`src/rtl/seq_det_pkg.sv`:
```
// Shared definitions for the "101" sequence detector and its word-level controller.
//   - Controller state encoding (IDLE/SHIFT/DRAIN/REPORT) as localparams and a typed enum.
//   - PATTERN: the serial pattern the detector recognises, for benches and reference models.
//   - max_hits(): upper bound on detections in a word of a given width.
package seq_det_pkg;

    localparam logic [1:0] IDLE   = 2'd0;
    localparam logic [1:0] SHIFT  = 2'd1;
    localparam logic [1:0] DRAIN  = 2'd2;
    localparam logic [1:0] REPORT = 2'd3;

    typedef enum logic [1:0] {
        StIdle   = IDLE,
        StShift  = SHIFT,
        StDrain  = DRAIN,
        StReport = REPORT
    } ctrl_state_e;

    localparam logic [2:0] PATTERN = 3'b101;

    // Non-overlapping word boundaries mean a 101 needs at least two fresh bits after the first.
    function automatic int unsigned max_hits(input int unsigned width);
        return (width - 1) / 2;
    endfunction

endpackage

```
`src/rtl/seq_det_ctrl_if.sv`:
```
// Word handshake bundle between a producer/consumer and seq_det_ctrl.
//   in_valid/in_ready/in_data      : word offered to the controller
//   out_valid/out_ready            : result handshake
//   out_count/out_hits             : number of detections and per-bit hit map
// Modports: master = producer/consumer side, slave = controller side.
interface seq_det_ctrl_if #(
    parameter int unsigned WIDTH = 8,
    parameter int unsigned CNT_W = 4
);

    logic             in_valid;
    logic             in_ready;
    logic [WIDTH-1:0] in_data;
    logic             out_valid;
    logic             out_ready;
    logic [CNT_W-1:0] out_count;
    logic [WIDTH-1:0] out_hits;

    modport master (
        output in_valid,
        output in_data,
        output out_ready,
        input  in_ready,
        input  out_valid,
        input  out_count,
        input  out_hits
    );

    modport slave (
        input  in_valid,
        input  in_data,
        input  out_ready,
        output in_ready,
        output out_valid,
        output out_count,
        output out_hits
    );

endinterface

```
`src/rtl/seq_det_ctrl.sv`:
```
// Word-level controller for seq_det. Accepts a word, shifts it MSB-first into the
// detector, collects det_o pulses into a count and hit map, and returns the result.
//   clock, reset            : rising-edge clock, asynchronous active-low reset
//   bus (slave)             : input word and result handshakes
//   det_seq_in / det_reset  : drive seq_det.seq_in / seq_det.reset (active-high)
//   det_o_in                : seq_det.det_o
//   busy                    : controller is not idle
// All outputs decode from registers only.
module seq_det_ctrl
    import seq_det_pkg::*;
#(
    parameter int unsigned WIDTH = 8,
    parameter int unsigned CNT_W = 4
) (
    input  logic           clock,
    input  logic           reset,
    seq_det_ctrl_if.slave  bus,
    output logic           det_seq_in,
    output logic           det_reset,
    input  logic           det_o_in,
    output logic           busy
);

    localparam int unsigned POS_W = (WIDTH > 1) ? $clog2(WIDTH) : 1;
    localparam logic [POS_W-1:0] POS_LAST = POS_W'(WIDTH - 1);

    ctrl_state_e      state_q, state_d;
    logic [WIDTH-1:0] shreg_q, shreg_d;
    logic [POS_W-1:0] pos_q, pos_d;
    logic [CNT_W-1:0] count_q, count_d;
    logic [WIDTH-1:0] hits_q, hits_d;
    logic [POS_W-1:0] hit_idx;

    // State register
    always_ff @(posedge clock or negedge reset) begin
        if (!reset) begin
            state_q <= StIdle;
        end else begin
            state_q <= state_d;
        end
    end

    // Next-state logic
    always_comb begin
        state_d = state_q;
        case (state_q)
            StIdle:   if (bus.in_valid) state_d = StShift;
            StShift:  if (pos_q == '0) state_d = StDrain;
            StDrain:  state_d = StReport;
            StReport: if (bus.out_ready) state_d = StIdle;
            default:  state_d = StIdle;
        endcase
    end

    // Outputs
    always_comb begin
        bus.in_ready  = (state_q == StIdle);
        bus.out_valid = (state_q == StReport);
        det_reset     = (state_q == StIdle) || (state_q == StReport);
        det_seq_in    = (state_q == StShift) && shreg_q[WIDTH-1];
        busy          = (state_q != StIdle);
    end

    assign bus.out_count = count_q;
    assign bus.out_hits  = hits_q;

    // det_o_in reflects the bit driven one cycle earlier, i.e. position pos_q + 1.
    assign hit_idx = pos_q + 1'b1;

    always_comb begin
        shreg_d = shreg_q;
        pos_d   = pos_q;
        count_d = count_q;
        hits_d  = hits_q;
        case (state_q)
            StIdle: begin
                if (bus.in_valid) begin
                    shreg_d = bus.in_data;
                    pos_d   = POS_LAST;
                    count_d = '0;
                    hits_d  = '0;
                end
            end
            StShift: begin
                shreg_d = {shreg_q[WIDTH-2:0], 1'b0};
                pos_d   = pos_q - 1'b1;
                // Nothing valid from the detector until it has seen one bit of this word.
                if ((pos_q != POS_LAST) && det_o_in) begin
                    count_d         = count_q + 1'b1;
                    hits_d[hit_idx] = 1'b1;
                end
            end
            StDrain: begin
                if (det_o_in) begin
                    count_d   = count_q + 1'b1;
                    hits_d[0] = 1'b1;
                end
            end
            default: ;
        endcase
    end

    always_ff @(posedge clock or negedge reset) begin
        if (!reset) begin
            shreg_q <= '0;
            pos_q   <= '0;
            count_q <= '0;
            hits_q  <= '0;
        end else begin
            shreg_q <= shreg_d;
            pos_q   <= pos_d;
            count_q <= count_d;
            hits_q  <= hits_d;
        end
    end

endmodule

```
`src/flat_wrapper.sv`:
```
// flat-port wrapper written by rule: the top's interface ports become plain ports
module seq_det_ctrl_flat import seq_det_pkg::*;
#(
    parameter int unsigned WIDTH = 8,
    parameter int unsigned CNT_W = 4
)
  (clock, reset, det_seq_in, det_reset, det_o_in, busy, bus_in_valid, bus_in_data, bus_out_ready, bus_in_ready, bus_out_valid, bus_out_count, bus_out_hits);
  seq_det_ctrl_if #(.WIDTH(WIDTH), .CNT_W(CNT_W)) bus_i ();
  input  logic clock;
  input  logic reset;
  output logic det_seq_in;
  output logic det_reset;
  input  logic det_o_in;
  output logic busy;
  input wire logic [$bits(bus_i.in_valid)-1:0] bus_in_valid;
  input wire logic [$bits(bus_i.in_data)-1:0] bus_in_data;
  input wire logic [$bits(bus_i.out_ready)-1:0] bus_out_ready;
  output wire logic [$bits(bus_i.in_ready)-1:0] bus_in_ready;
  output wire logic [$bits(bus_i.out_valid)-1:0] bus_out_valid;
  output wire logic [$bits(bus_i.out_count)-1:0] bus_out_count;
  output wire logic [$bits(bus_i.out_hits)-1:0] bus_out_hits;
  assign bus_i.in_valid = bus_in_valid;
  assign bus_i.in_data = bus_in_data;
  assign bus_i.out_ready = bus_out_ready;
  assign bus_in_ready = bus_i.in_ready;
  assign bus_out_valid = bus_i.out_valid;
  assign bus_out_count = bus_i.out_count;
  assign bus_out_hits = bus_i.out_hits;
  seq_det_ctrl #(.WIDTH(WIDTH), .CNT_W(CNT_W)) u_core (.clock(clock), .reset(reset), .bus(bus_i), .det_seq_in(det_seq_in), .det_reset(det_reset), .det_o_in(det_o_in), .busy(busy));
endmodule
```
`config.mk`:
```
export PLATFORM = sky130hd
export DESIGN_NAME = seq_det_ctrl_flat
export DESIGN_NICKNAME = d
export VERILOG_FILES = /design/src/rtl/seq_det_pkg.sv /design/src/rtl/seq_det_ctrl_if.sv /design/src/rtl/seq_det_ctrl.sv /design/src/flat_wrapper.sv
export SDC_FILE = /design/constraint.sdc
export NUM_CORES = 1
export LEC_CHECK = 0
export ABC_AREA = 1
export CORE_ASPECT_RATIO = 0.6
export CORE_MARGIN = 1.5
export CORE_UTILIZATION = 40
export DETAILED_ROUTE_END_ITERATION = 8
export SYNTH_ARGS = -nofsm -noshare
export SYNTH_HDL_FRONTEND = slang
export SYNTH_SLANG_ARGS = --single-unit
```
`constraint.sdc`:
```
create_clock -name clock -period 3.9 [get_ports clock]
set_input_delay 0.585 -clock clock [delete_from_list [all_inputs] [get_ports clock]]
set_output_delay 0.585 -clock clock [all_outputs]
set_load 0.005 [all_outputs]
```
## Yosys cells after proc, flatten, opt, wreduce, memory -nomap -nowiden

Index checks and enable logic that the tools add are counted.

- Output and inout port bits: 17
- Word-level logic and storage cells: 53
- Bits of input ports: 13
- Bits in registers: 25

- Eq/ne operators: 9
- Order comparisons: 2
- Mux-type cells: 19
- Bitwise logic cells: 1
- $add $sub $neg: 3
- Reductions and logical operators: 13

Operators with widths:

| kind | count |
|---|---|
| 2-to-1 mux 8 bit | 3 |
| case mux 8 bit (2 select lines) | 1 |
| case mux 7 bit (2 select lines) | 1 |
| 2-to-1 mux 4 bit | 3 |
| case mux 4 bit (3 select lines) | 1 |
| inequality test 2 bit (second input constant) | 4 |
| OR 8 bit | 1 |
| case mux 2 bit (4 select lines) | 1 |
| 2-to-1 mux 2 bit | 3 |
| case mux 3 bit (2 select lines) | 1 |
| AND reduction 3 bit | 2 |
| adder 4 x 1 -> 4 bit (second input constant) | 1 |
| == test 2 bit (second input constant) | 2 |
| less-than comparator 3 x 4 -> 1 bit (second input constant) | 1 |
| AND reduction 4 bit | 1 |
| nonzero test 2 bit | 2 |
| adder 3 x 1 -> 3 bit (second input constant) | 1 |
| demux 1 bit (select 3 bit) | 1 |
| greater-or-equal comparator 3 x 1 -> 1 bit (second input constant) | 1 |
| logical AND 1 bit | 3 |
| zero test 3 bit | 1 |
| 2-to-1 mux 3 bit | 1 |
| inequality test 3 bit (second input constant) | 1 |
| case mux 1 bit (3 select lines) | 1 |
| other kinds (8) | 9 |

## Depth between registers and ports, before layout

Gate-level depths: netlist (run 1).

- Depth in word-level cells: 8
- Mapped depth: 9

## Least setup slack after synthesis (run 1)

No wires, ideal clock.

- Path type: reg2out
- From: register u_core.state_q[1]
- To: output det_seq_in
- Buffers on the path: 2
- Path slack: 2.271 ns
- Data required time: 3.315 ns
- Arrival time: 1.044 ns
- Stages on the path, launching flop included: 7
- Cell sequence: dfrtp_1 > inv_1 > ha_1 > buf_4 > buf_2 > nand2_1 > inv_1

- Word-level cells in the longest chain between the ends: 2

RTL lines:

| what | line | RTL |
|---|---|---|
| start, declared | seq_det_ctrl.sv:27 | `ctrl_state_e state_q, state_d;` |
| start signal, assigned | seq_det_ctrl.sv:37 | `state_q <= StIdle;` |
| start signal, assigned | seq_det_ctrl.sv:39 | `state_q <= state_d;` |
| == test 2 x 1 -> 1 bit | seq_det_ctrl.sv:60 | `det_seq_in = (state_q == StShift) && shreg_q[WIDTH-1];` |
| logical AND 1 bit | seq_det_ctrl.sv:60 |  |
| end, declared | flat_wrapper.sv:11 | `output logic det_seq_in;` |

Every way passes these cells.

## Worst setup path in the final report (run 1)

- From: register u_core.state_q[0]
- To: output det_reset

- Word-level cells in the longest chain between the ends: 2
- Elaborated cells between the ends (all ways): 3

RTL lines:

| what | line | RTL |
|---|---|---|
| == test 2 bit / zero test 2 bit (equally long branches) | seq_det_ctrl.sv:59 | `det_reset = (state_q == StIdle) \|\| (state_q == StReport);` |
| logical OR 1 bit * | seq_det_ctrl.sv:59 |  |
| end, declared | flat_wrapper.sv:12 | `output logic det_reset;` |

Every way passes the cells marked *; elsewhere a longest branch is shown, timed or not.

==> impl_metrics.py, run 1 <==
metrics = {
    "global_routing": {
        "antenna_found_initial": 0,
        "overflow": 0,
        "track_usage_pct": 17.6,
        "grt_first_pass_wirelength_mm": 5.58,
        "grt_pass1_vias": 1201,
        "grt_max_degree": 27,
    },
    "critical_path": {
        "arrival_ps": 1810,
        "cp.required_ps": 3310,
        "end_kind": "output port",
        "startpoint_type": "register",
        "critPathKind": "register to output port",
        "worstPathMaxFanout": 6,
    },
    "drt": {
        "via_per_inst": 4.84,
        "wl_per_cell_um": 11.7,
        "drt_first_pass_iters": 4,
        "route.detailed.drc": 0,
        "vias": 1269,
        "ant_nets": 0,
        "drt_wl_total_mm": 3.07,
        "drt_iter0_markers": 79,
    },
    "place": {
        "placed_cell_area_um2": 1850,
        "dp_hpwl_mm": 2.26,
        "io_buffers": 29,
        "gp_congestion": 0.830,
    },
    "sta": {
        "tightest_slew_ps": 1130,
        "fin_skew_ps": 4.22,
        "holdWs_ps": 495,
        "hold_violations": 0,
        "tns_ps": 0,
        "maxSlewHeadroom_pct": 24.2,
        "rsz0062_at_grt": "false",
        "slew_viol_final": 0,
        "fin_crit_sh_pct": 61.4,
        "setup_viol": 0,
        "fmax_mhz": 418,
        "post-route-min-period_ps": 2390,
    },
    "clocking": {
        "ctsHoldBuffers": 0,
        "cts_made_buffers": 3,
        "ctsResizeCount": 0,
        "clk_pin_slew_worst_paths_ps": 90,
        "tritoncts": "yes",
        "postCtsSetupRepairBufs": 0,
        "h-tree-depth": 1,
        "clock_sinks": 25,
        "clock-root-buffer": "clkbuf_8",
        "clk_latency_ps": 280,
        "clockBufferDepth": 2,
    },
    "die": {
        "die_h_um": 50.8,
        "core_um2": 3660,
        "die_w_um": 82.7,
        "start_util_pct": 41.7,
        "io_pins": 30,
        "row_count": 17,
        "die_area_um2": 4200,
    },
    "synth": {
        "syn_area_per_cell_um2": 8.24,
        "ys.warnings.count": 0,
        "yosysUniqueCellTypes": 24,
        "ys_seq_elements": 25,
        "syn_area_um2": 1530,
        "synth_seq_area_share_pct": 41.0,
        "syn-num-nets": 208,
        "synthCells": 185,
    },
    "cells_and_area": {
        "postLayoutCoreUtil_pct": 51.8,
        "area.sequential_um2": 626,
        "final_nets": 239,
        "antenna_cells": 0,
        "multi_input_area_um2": 762,
        "final_common_cell": "nand2_1",
        "syn_to_final_growth_pct": 24.3,
        "drive_gt1_share_pct": 12.1,
        "final_area_um2": 1900,
        "fillers": 359,
        "final_cell_mix": "nand2_1, clkdlybuf4s50_1, inv_1, dfrtp_1",
    },
    "power": {
        "peakVddDrop_uv": 520,
        "powerDensity_nw_per_um2": 845,
        "p_leak_nw": 0.919,
    },
    "hold_path": {
        "min_path_type": "register to register",
    },
    "run_status": {
        "outcome": "finished clean",
    },
    "job": {
        "drv_cap": 0,
    },
}
-- per-stage QoR --
stage | cells | setup WS (ps) | power [mW]
global placement | 258 | 1880 | 1.44
floorplan | 185 | 2270 | 1.17
CTS | 262 | 1490 | 1.63
detailed placement | 258 | 1810 | 1.46
global route | 262 | 1390 | 1.78
finish | 262 | 1510 | 1.60
-- final cells by class --
| class | count | share of cell area, % |
|---|---|---|
| well taps | 47 | 3.10 |
| clock buffers | 3 | 2.18 |
| multi-input cells | 128 | 40.2 |
| repair buffers | 30 | 15.7 |
| flip-flops and latches | 25 | 33.0 |
| inverters | 28 | 5.54 |
| clock inverters | 1 | 0.264 |
-- worst paths after layout --
path	slack (ps)	cells after the start	from	to
worst max-delay path	1510	4	u_core.state_q[0]$_DFFE_PN0P_	det_reset
worst min-delay path	500	2	u_core.shreg_q[7]$_DFFE_PN0P_	u_core.shreg_q[7]$_DFFE_PN0P_
worst max register to register	2090	8	u_core.state_q[1]$_DFFE_PN0P_	u_core.bus.out_hits[7]$_DFFE_PN0P_
worst min register to register	500	2	u_core.shreg_q[7]$_DFFE_PN0P_	u_core.shreg_q[7]$_DFFE_PN0P_
max in group asynchronous	2310	1	reset	u_core.pos_q[0]$_DFFE_PN0P_
min in group asynchronous	910	1	reset	u_core.shreg_q[4]$_DFFE_PN0P_
-- cells in the mapped netlist, drive strengths merged --
library cell / instances / area [µm²]
nand2: 54 / 210
inv: 28 / 105
dfrtp: 25 / 626
o21ai: 23 / 153
nor2: 14 / 105
ha: 10 / 125
nand3: 10 / 55.1
a21oi: 5 / 25.0
o211ai: 5 / 37.5
buf: 4 / 32.5
o21bai: 4 / 30.0
nand4: 1 / 6.26
or2: 1 / 6.26
xor2: 1 / 8.76
-- worst max-delay path: stages, from the launching register on --
cell and delay, ps:
dfrtp_1 430, inv_1 90, ha_1 310, inv_1 170, clkdlybuf4s50_1 540
-- routing by layer --
| metal | part of all wire (%) | up-vias | GRT usage [%] |
|---|---|---|---|
| li1 | - | 652 | - |
| met1 | 53 | 583 | 26.0 |
| met2 | 43 | 32 | 26.2 |
| met3 | 3.8 | 2 | 4.29 |
| met4 | 0.62 | 0 | 3.33 |
| met5 | 0 | - | 0 |
-- power by group --
group          internal (mW)  leakage (nW)  total [mW]  switching [mW]
Clock                 0.0717        0.0255       0.159          0.0869
Sequential             0.372         0.318       0.456          0.0843
Combinational          0.408         0.575       0.988           0.580
-- state kept, by name, indices dropped and copies added (netlist names) --
| register | flops |
|---|---|
| u_core.shreg_q | 8 |
| u_core.pos_q | 3 |
| u_core.bus.out_count | 4 |
| u_core.state_q | 2 |
| u_core.bus.out_hits | 8 |
-- logic make-up (layout without fill, tap and decap cells) --
family,after synthesis,in the layout,synth area share [%]
adder cells (fa/ha/maj),10,10,8.20
XOR/XNOR,1,1,0.574
flip-flops,25,25,41.0
buffers and inverters,32,62,9.02
AO/OA/AOI/OAI,37,37,16.1
AND/OR/NAND/NOR,80,80,25.1
(Power assumes the default switching activity.)
==> run 2: changes to the inputs <==
Settings changed: PLACE_DENSITY set to 0.67.
Clock period 3.9 ns to 2 ns, I/O delays scaled along.
==> run 2 against run 1 <==
Worst hold slack worse by 100 ps. Clock skew shrank 2.6 ps. Register-to-register slack lost 1700 ps. Largest power group unchanged. Largest cell class unchanged. Highest routed layer is now met3. Cell area rose by 3.4%. Routed wire length increased by 1.1%.
==> impl_metrics.py, run 2 (synthesized netlist as in run 1, its figures left out) <==
metrics = {
    "drt": {
        "drt_wl_total_mm": 3.10,
        "drt_iter0_markers": 78,
        "vias": 1266,
        "route.detailed.drc": 0,
        "ant_nets": 0,
        "wl_per_cell_um": 11.5,
        "drt_first_pass_iters": 4,
        "via_per_inst": 4.69,
    },
    "clocking": {
        "clk_latency_ps": 260,
        "clock_sinks": 25,
        "tritoncts": "yes",
        "clock-root-buffer": "clkbuf_8",
        "clk_pin_slew_worst_paths_ps": 90,
        "clockBufferDepth": 2,
        "cts_made_buffers": 3,
        "h-tree-depth": 1,
    },
    "cells_and_area": {
        "drive_gt1_share_pct": 15.7,
        "syn_to_final_growth_pct": 28.5,
        "final_cell_mix": "nand2_1, clkdlybuf4s50_1, inv_1, dfrtp_1, o21ai_2",
        "final_common_cell": "nand2_1",
        "antenna_cells": 0,
        "final_area_um2": 1960,
        "final_nets": 247,
        "final_cells": 270,
        "fillers": 357,
    },
    "die": {
        "die_w_um": 82.7,
        "io_pins": 30,
        "core_um2": 3660,
        "die_area_um2": 4200,
        "row_count": 17,
        "start_util_pct": 41.7,
        "die_h_um": 50.8,
    },
    "power": {
        "powerDensity_nw_per_um2": 1660,
        "netSwitchingFraction_pct": 45.3,
        "p_comb_share_pct": 64.0,
        "clockPowerShare_pct": 9.2,
        "p_int_mw": 1.78,
        "peakVddDrop_uv": 909,
        "p_leak_nw": 0.952,
        "pwr-share-seq_pct": 26.8,
        "power_switching_mw": 1.47,
    },
    "run_status": {
        "outcome": "finished clean",
    },
    "sta": {
        "fin_skew_ps": 1.64,
        "fmax_mhz": 521,
        "maxSlewHeadroom_pct": 77.8,
        "fin_crit_sh_pct": 96.0,
        "rsz0062_at_grt": "false",
        "slew_viol_final": 0,
        "holdWs_ps": 392,
        "setup_viol": 0,
        "post-route-min-period_ps": 1920,
        "tightest_slew_ps": 333,
        "tns_ps": 0,
        "hold_violations": 0,
        "setup_slack_ps": 79.6,
    },
    "critical_path": {
        "cp.required_ps": 1700,
        "r2r_slack_ps": 360,
        "critPathKind": "register to output port",
        "reg2reg_depth": 6,
        "reg2reg_to": "u_core.bus.out_hits[0]$_DFFE_PN0P_",
        "arrival_ps": 1620,
        "worstPathMaxFanout": 3,
        "regToRegStartpoint": "u_core.pos_q[0]$_DFFE_PN0P_",
        "startpoint_type": "register",
        "end_kind": "output port",
    },
    "job": {
        "drv_cap": 0,
    },
    "global_routing": {
        "grt_first_pass_wirelength_mm": 5.32,
        "overflow": 0,
        "track_usage_pct": 16.6,
        "grt_max_degree": 26,
        "grt_pass1_vias": 1157,
        "antenna_found_initial": 0,
    },
    "place": {
        "placed_cells": 261,
        "io_buffers": 29,
        "dp_hpwl_mm": 2.21,
        "pre_cts_ws_ps": 268,
        "placed_cell_area_um2": 1870,
        "gp_congestion": 0.779,
    },
    "hold_path": {
        "min_path_type": "input port to async pin",
    },
}
[run 2: changes by cell type in the layout (fill, tap and decap cells not counted)]
cell and change:
buf_4 +8, ha_1 -2, ha_2 +2, clkbuf_1 +1, clkinv_2 -1
[run 2: area by class of cell]
cell class,count,area [µm²],area share (%)
timing repair buffer,38,358,18.3
sequential,25,626,31.9
clock buffer,4,45.0,2.30
inverter,28,105,5.36
tap,47,58.8,3.00
multi-input combinational,128,767,39.1
[run 2: per-layer routing]
layer | vias up | share of wire, % | global-route usage (%)
li1 | 665 | - | -
met1 | 576 | 51 | 23.8
met2 | 25 | 44 | 25.7
met3 | 0 | 5.4 | 4.82
met4 | 0 | 0 | 1.67
met5 | - | 0 | 0
[run 2: power by group through the flow]
stage               Sequential, mW  Combinational [mW]  Clock [mW]
floorplan                    0.867                1.42           0
CTS                          0.869                2.07       0.313
global placement             0.886                1.97           0
detailed placement           0.891                1.98           0
global route                 0.900                2.36       0.337
finish                       0.870                2.08       0.300
[run 2: worst max path at each step]
stage                                              from  slack [ps]  depth (start not counted)                             endpoint
after detailed placement  u_core.state_q[0]$_DFFE_PN0P_         270                          4                                 busy
after global placement    u_core.state_q[0]$_DFFE_PN0P_         300                          4                                 busy
after CTS                 u_core.state_q[0]$_DFFE_PN0P_          20                          4                                 busy
after global routing      u_core.state_q[0]$_DFFE_PN0P_          10                          4                            det_reset
final                     u_core.state_q[0]$_DFFE_PN0P_          80                          4                            det_reset
after floorplan             u_core.pos_q[0]$_DFFE_PN0P_         550                          6  u_core.bus.out_count[3]$_DFFE_PN0P_
[run 2: repair_timing]
item | in CTS | in global routing
hold buffers | 0 | 0
buffers inserted | 4 | 1
gates resized for setup | 0 | 2
setup endpoints to repair | 2 | 4
[run 2: metrics by stage]
stage	total power, mW	util, %
after floorplan	2.29	-
after global placement	2.86	51.2
after detailed placement	2.88	51.2
after CTS	3.25	53.2
after global routing	3.59	53.6
final	3.25	53.6
[run 2: worst max-delay path: stages, from the launching register on]
cell and delay [ps]:
dfrtp_1 400, inv_1 100, ha_2 290, inv_1 70, clkdlybuf4s50_1 500
==> run 3: changes to the inputs <==
Settings changed: HOLD_SLACK_MARGIN set to 0.05, PLACE_DENSITY 0.67 to not set.
Clock period 2 ns to 2.33 ns, I/O delays scaled along.
==> run 3 against run 2 <==
Largest power group unchanged. Critical endpoint unchanged. Register-to-register slack improved by 250 ps. Cell area shrank 2.6%. Global-route usage increased by 0.76 points. Utilization is 1.4 points lower. Highest routed layer unchanged. Flip-flop and latch count did not move. Die area is the same. Clock skew rose by 0.52 ps. Largest cell class unchanged. Routed wire length up 1.5%. Sequential power decreased by 12%.
==> impl_metrics.py, run 3 (synthesized netlist as in run 1, its figures left out) <==
metrics = {
    "drt": {
        "drt_first_pass_iters": 4,
        "ant_nets": 0,
        "vias": 1250,
        "via_per_inst": 4.73,
        "drt_wl_total_mm": 3.15,
        "route.detailed.drc": 0,
        "drt_iter0_markers": 99,
        "wl_per_cell_um": 11.9,
    },
    "sta": {
        "hold_violations": 0,
        "fin_skew_ps": 2.16,
        "rsz0062_at_grt": "false",
        "fin_crit_sh_pct": 91.7,
        "fmax_mhz": 468,
        "holdWs_ps": 437,
        "setup_viol": 0,
        "maxSlewHeadroom_pct": 77.8,
        "tightest_slew_ps": 334,
        "tns_ps": 0,
        "slew_viol_final": 0,
        "post-route-min-period_ps": 2140,
    },
    "cells_and_area": {
        "syn_to_final_growth_pct": 25.2,
        "final_common_cell": "nand2_1",
        "fillers": 365,
        "final_area_um2": 1910,
        "drive_gt1_share_pct": 12.4,
        "antenna_cells": 0,
        "final_nets": 241,
        "final_cell_mix": "nand2_1, clkdlybuf4s50_1, inv_1, dfrtp_1",
    },
    "clocking": {
        "ctsHoldBuffers": 0,
        "postCtsSetupRepairBufs": 0,
        "h-tree-depth": 1,
        "tritoncts": "yes",
        "ctsResizeCount": 0,
        "cts_made_buffers": 3,
        "clock_sinks": 25,
        "clock-root-buffer": "clkbuf_8",
        "clockBufferDepth": 2,
        "clk_pin_slew_worst_paths_ps": 90,
        "clk_latency_ps": 270,
    },
    "power": {
        "pwr-share-seq_pct": 28.2,
        "netSwitchingFraction_pct": 46.6,
        "power_switching_mw": 1.26,
        "powerDensity_nw_per_um2": 1420,
        "peakVddDrop_uv": 843,
        "clockPowerShare_pct": 9.6,
        "p_int_mw": 1.44,
        "p_leak_nw": 0.926,
        "p_comb_share_pct": 62.2,
    },
    "die": {
        "start_util_pct": 41.7,
        "core_um2": 3660,
        "die_w_um": 82.7,
        "row_count": 17,
        "io_pins": 30,
        "die_area_um2": 4200,
        "die_h_um": 50.8,
    },
    "place": {
        "gp_congestion": 0.844,
        "io_buffers": 29,
        "dp_hpwl_mm": 2.33,
        "placed_cell_area_um2": 1860,
    },
    "critical_path": {
        "cp.required_ps": 1980,
        "arrival_ps": 1790,
        "worstPathMaxFanout": 6,
        "startpoint_type": "register",
        "critPathKind": "register to output port",
        "end_kind": "output port",
    },
    "global_routing": {
        "overflow": 0,
        "track_usage_pct": 17.4,
        "grt_max_degree": 26,
        "antenna_found_initial": 0,
        "grt_pass1_vias": 1209,
        "grt_first_pass_wirelength_mm": 5.50,
    },
    "run_status": {
        "outcome": "finished clean",
    },
    "hold_path": {
        "min_path_type": "input port to async pin",
    },
    "job": {
        "drv_cap": 0,
    },
}
-- run 3: cell count changes in the layout (fill, tap and decap cells not counted), sizes merged --
| cell | delta |
|---|---|
| buf | -6 |
-- run 3: area by class of cell --
cell class                      instances  area (µm²)  share of cell area (%)
Tap cell                               47        58.8                    3.08
Inverter                               28         105                    5.50
Multi-Input combinational cell        128         762                    39.9
Timing Repair Buffer                   32         313                    16.4
Clock buffer                            4        45.0                    2.36
Sequential cell                        25         626                    32.8
-- run 3: stage by stage --
| stage | utilization (%) | instances | power (mW) | setup WS, ps |
|---|---|---|---|---|
| 2_1_floorplan | - | 185 | 1.97 | 877 |
| 3_3_place_gp | 51.0 | 260 | 2.41 | 538 |
| 3_5_place_dp | 51.0 | 260 | 2.46 | 494 |
| 4_1_cts | 52.2 | 264 | 2.74 | 186 |
| 5_1_grt | 52.2 | 264 | 2.98 | 81.0 |
| 6_report | 52.2 | 264 | 2.70 | 194 |
-- run 3: power groups by stage --
| stage | sequential, mW | combinational (mW) | clock (mW) |
|---|---|---|---|
| global route | 0.786 | 1.91 | 0.286 |
| finish | 0.762 | 1.68 | 0.260 |
| global placement | 0.757 | 1.66 | 0 |
| floorplan | 0.744 | 1.22 | 0 |
| detailed placement | 0.768 | 1.69 | 0 |
| CTS | 0.759 | 1.70 | 0.273 |
-- run 3: final timing paths --
check / startpoint / end / slack, ps / cells after the start
min in group clock: u_core.shreg_q[7]$_DFFE_PN0P_ / u_core.shreg_q[7]$_DFFE_PN0P_ / 510 / 2
min reg2reg: u_core.shreg_q[7]$_DFFE_PN0P_ / u_core.shreg_q[7]$_DFFE_PN0P_ / 510 / 2
max: u_core.state_q[0]$_DFFE_PN0P_ / det_reset / 190 / 4
max in group asynchronous: reset / u_core.bus.out_hits[5]$_DFFE_PN0P_ / 1640 / 2
max reg2reg: u_core.pos_q[0]$_DFFE_PN0P_ / u_core.bus.out_hits[0]$_DFFE_PN0P_ / 610 / 6
min: reset / u_core.shreg_q[6]$_DFFE_PN0P_ / 440 / 2
-- run 3: worst max-delay path, stage by stage (launching register included) --
cell	delay, ps
dfrtp_1	430
inv_1	90
ha_1	310
inv_1	160
clkdlybuf4s50_1	530
-- run 3: routing by layer --
| layer | track usage, % | share of wire, % | vias to the layer above |
|---|---|---|---|
| met5 | 0 | 0 | - |
| met4 | 3.33 | 0 | 0 |
| met3 | 4.46 | 4.0 | 0 |
| met2 | 26.2 | 43 | 28 |
| met1 | 25.2 | 53 | 564 |
| li1 | - | - | 658 |
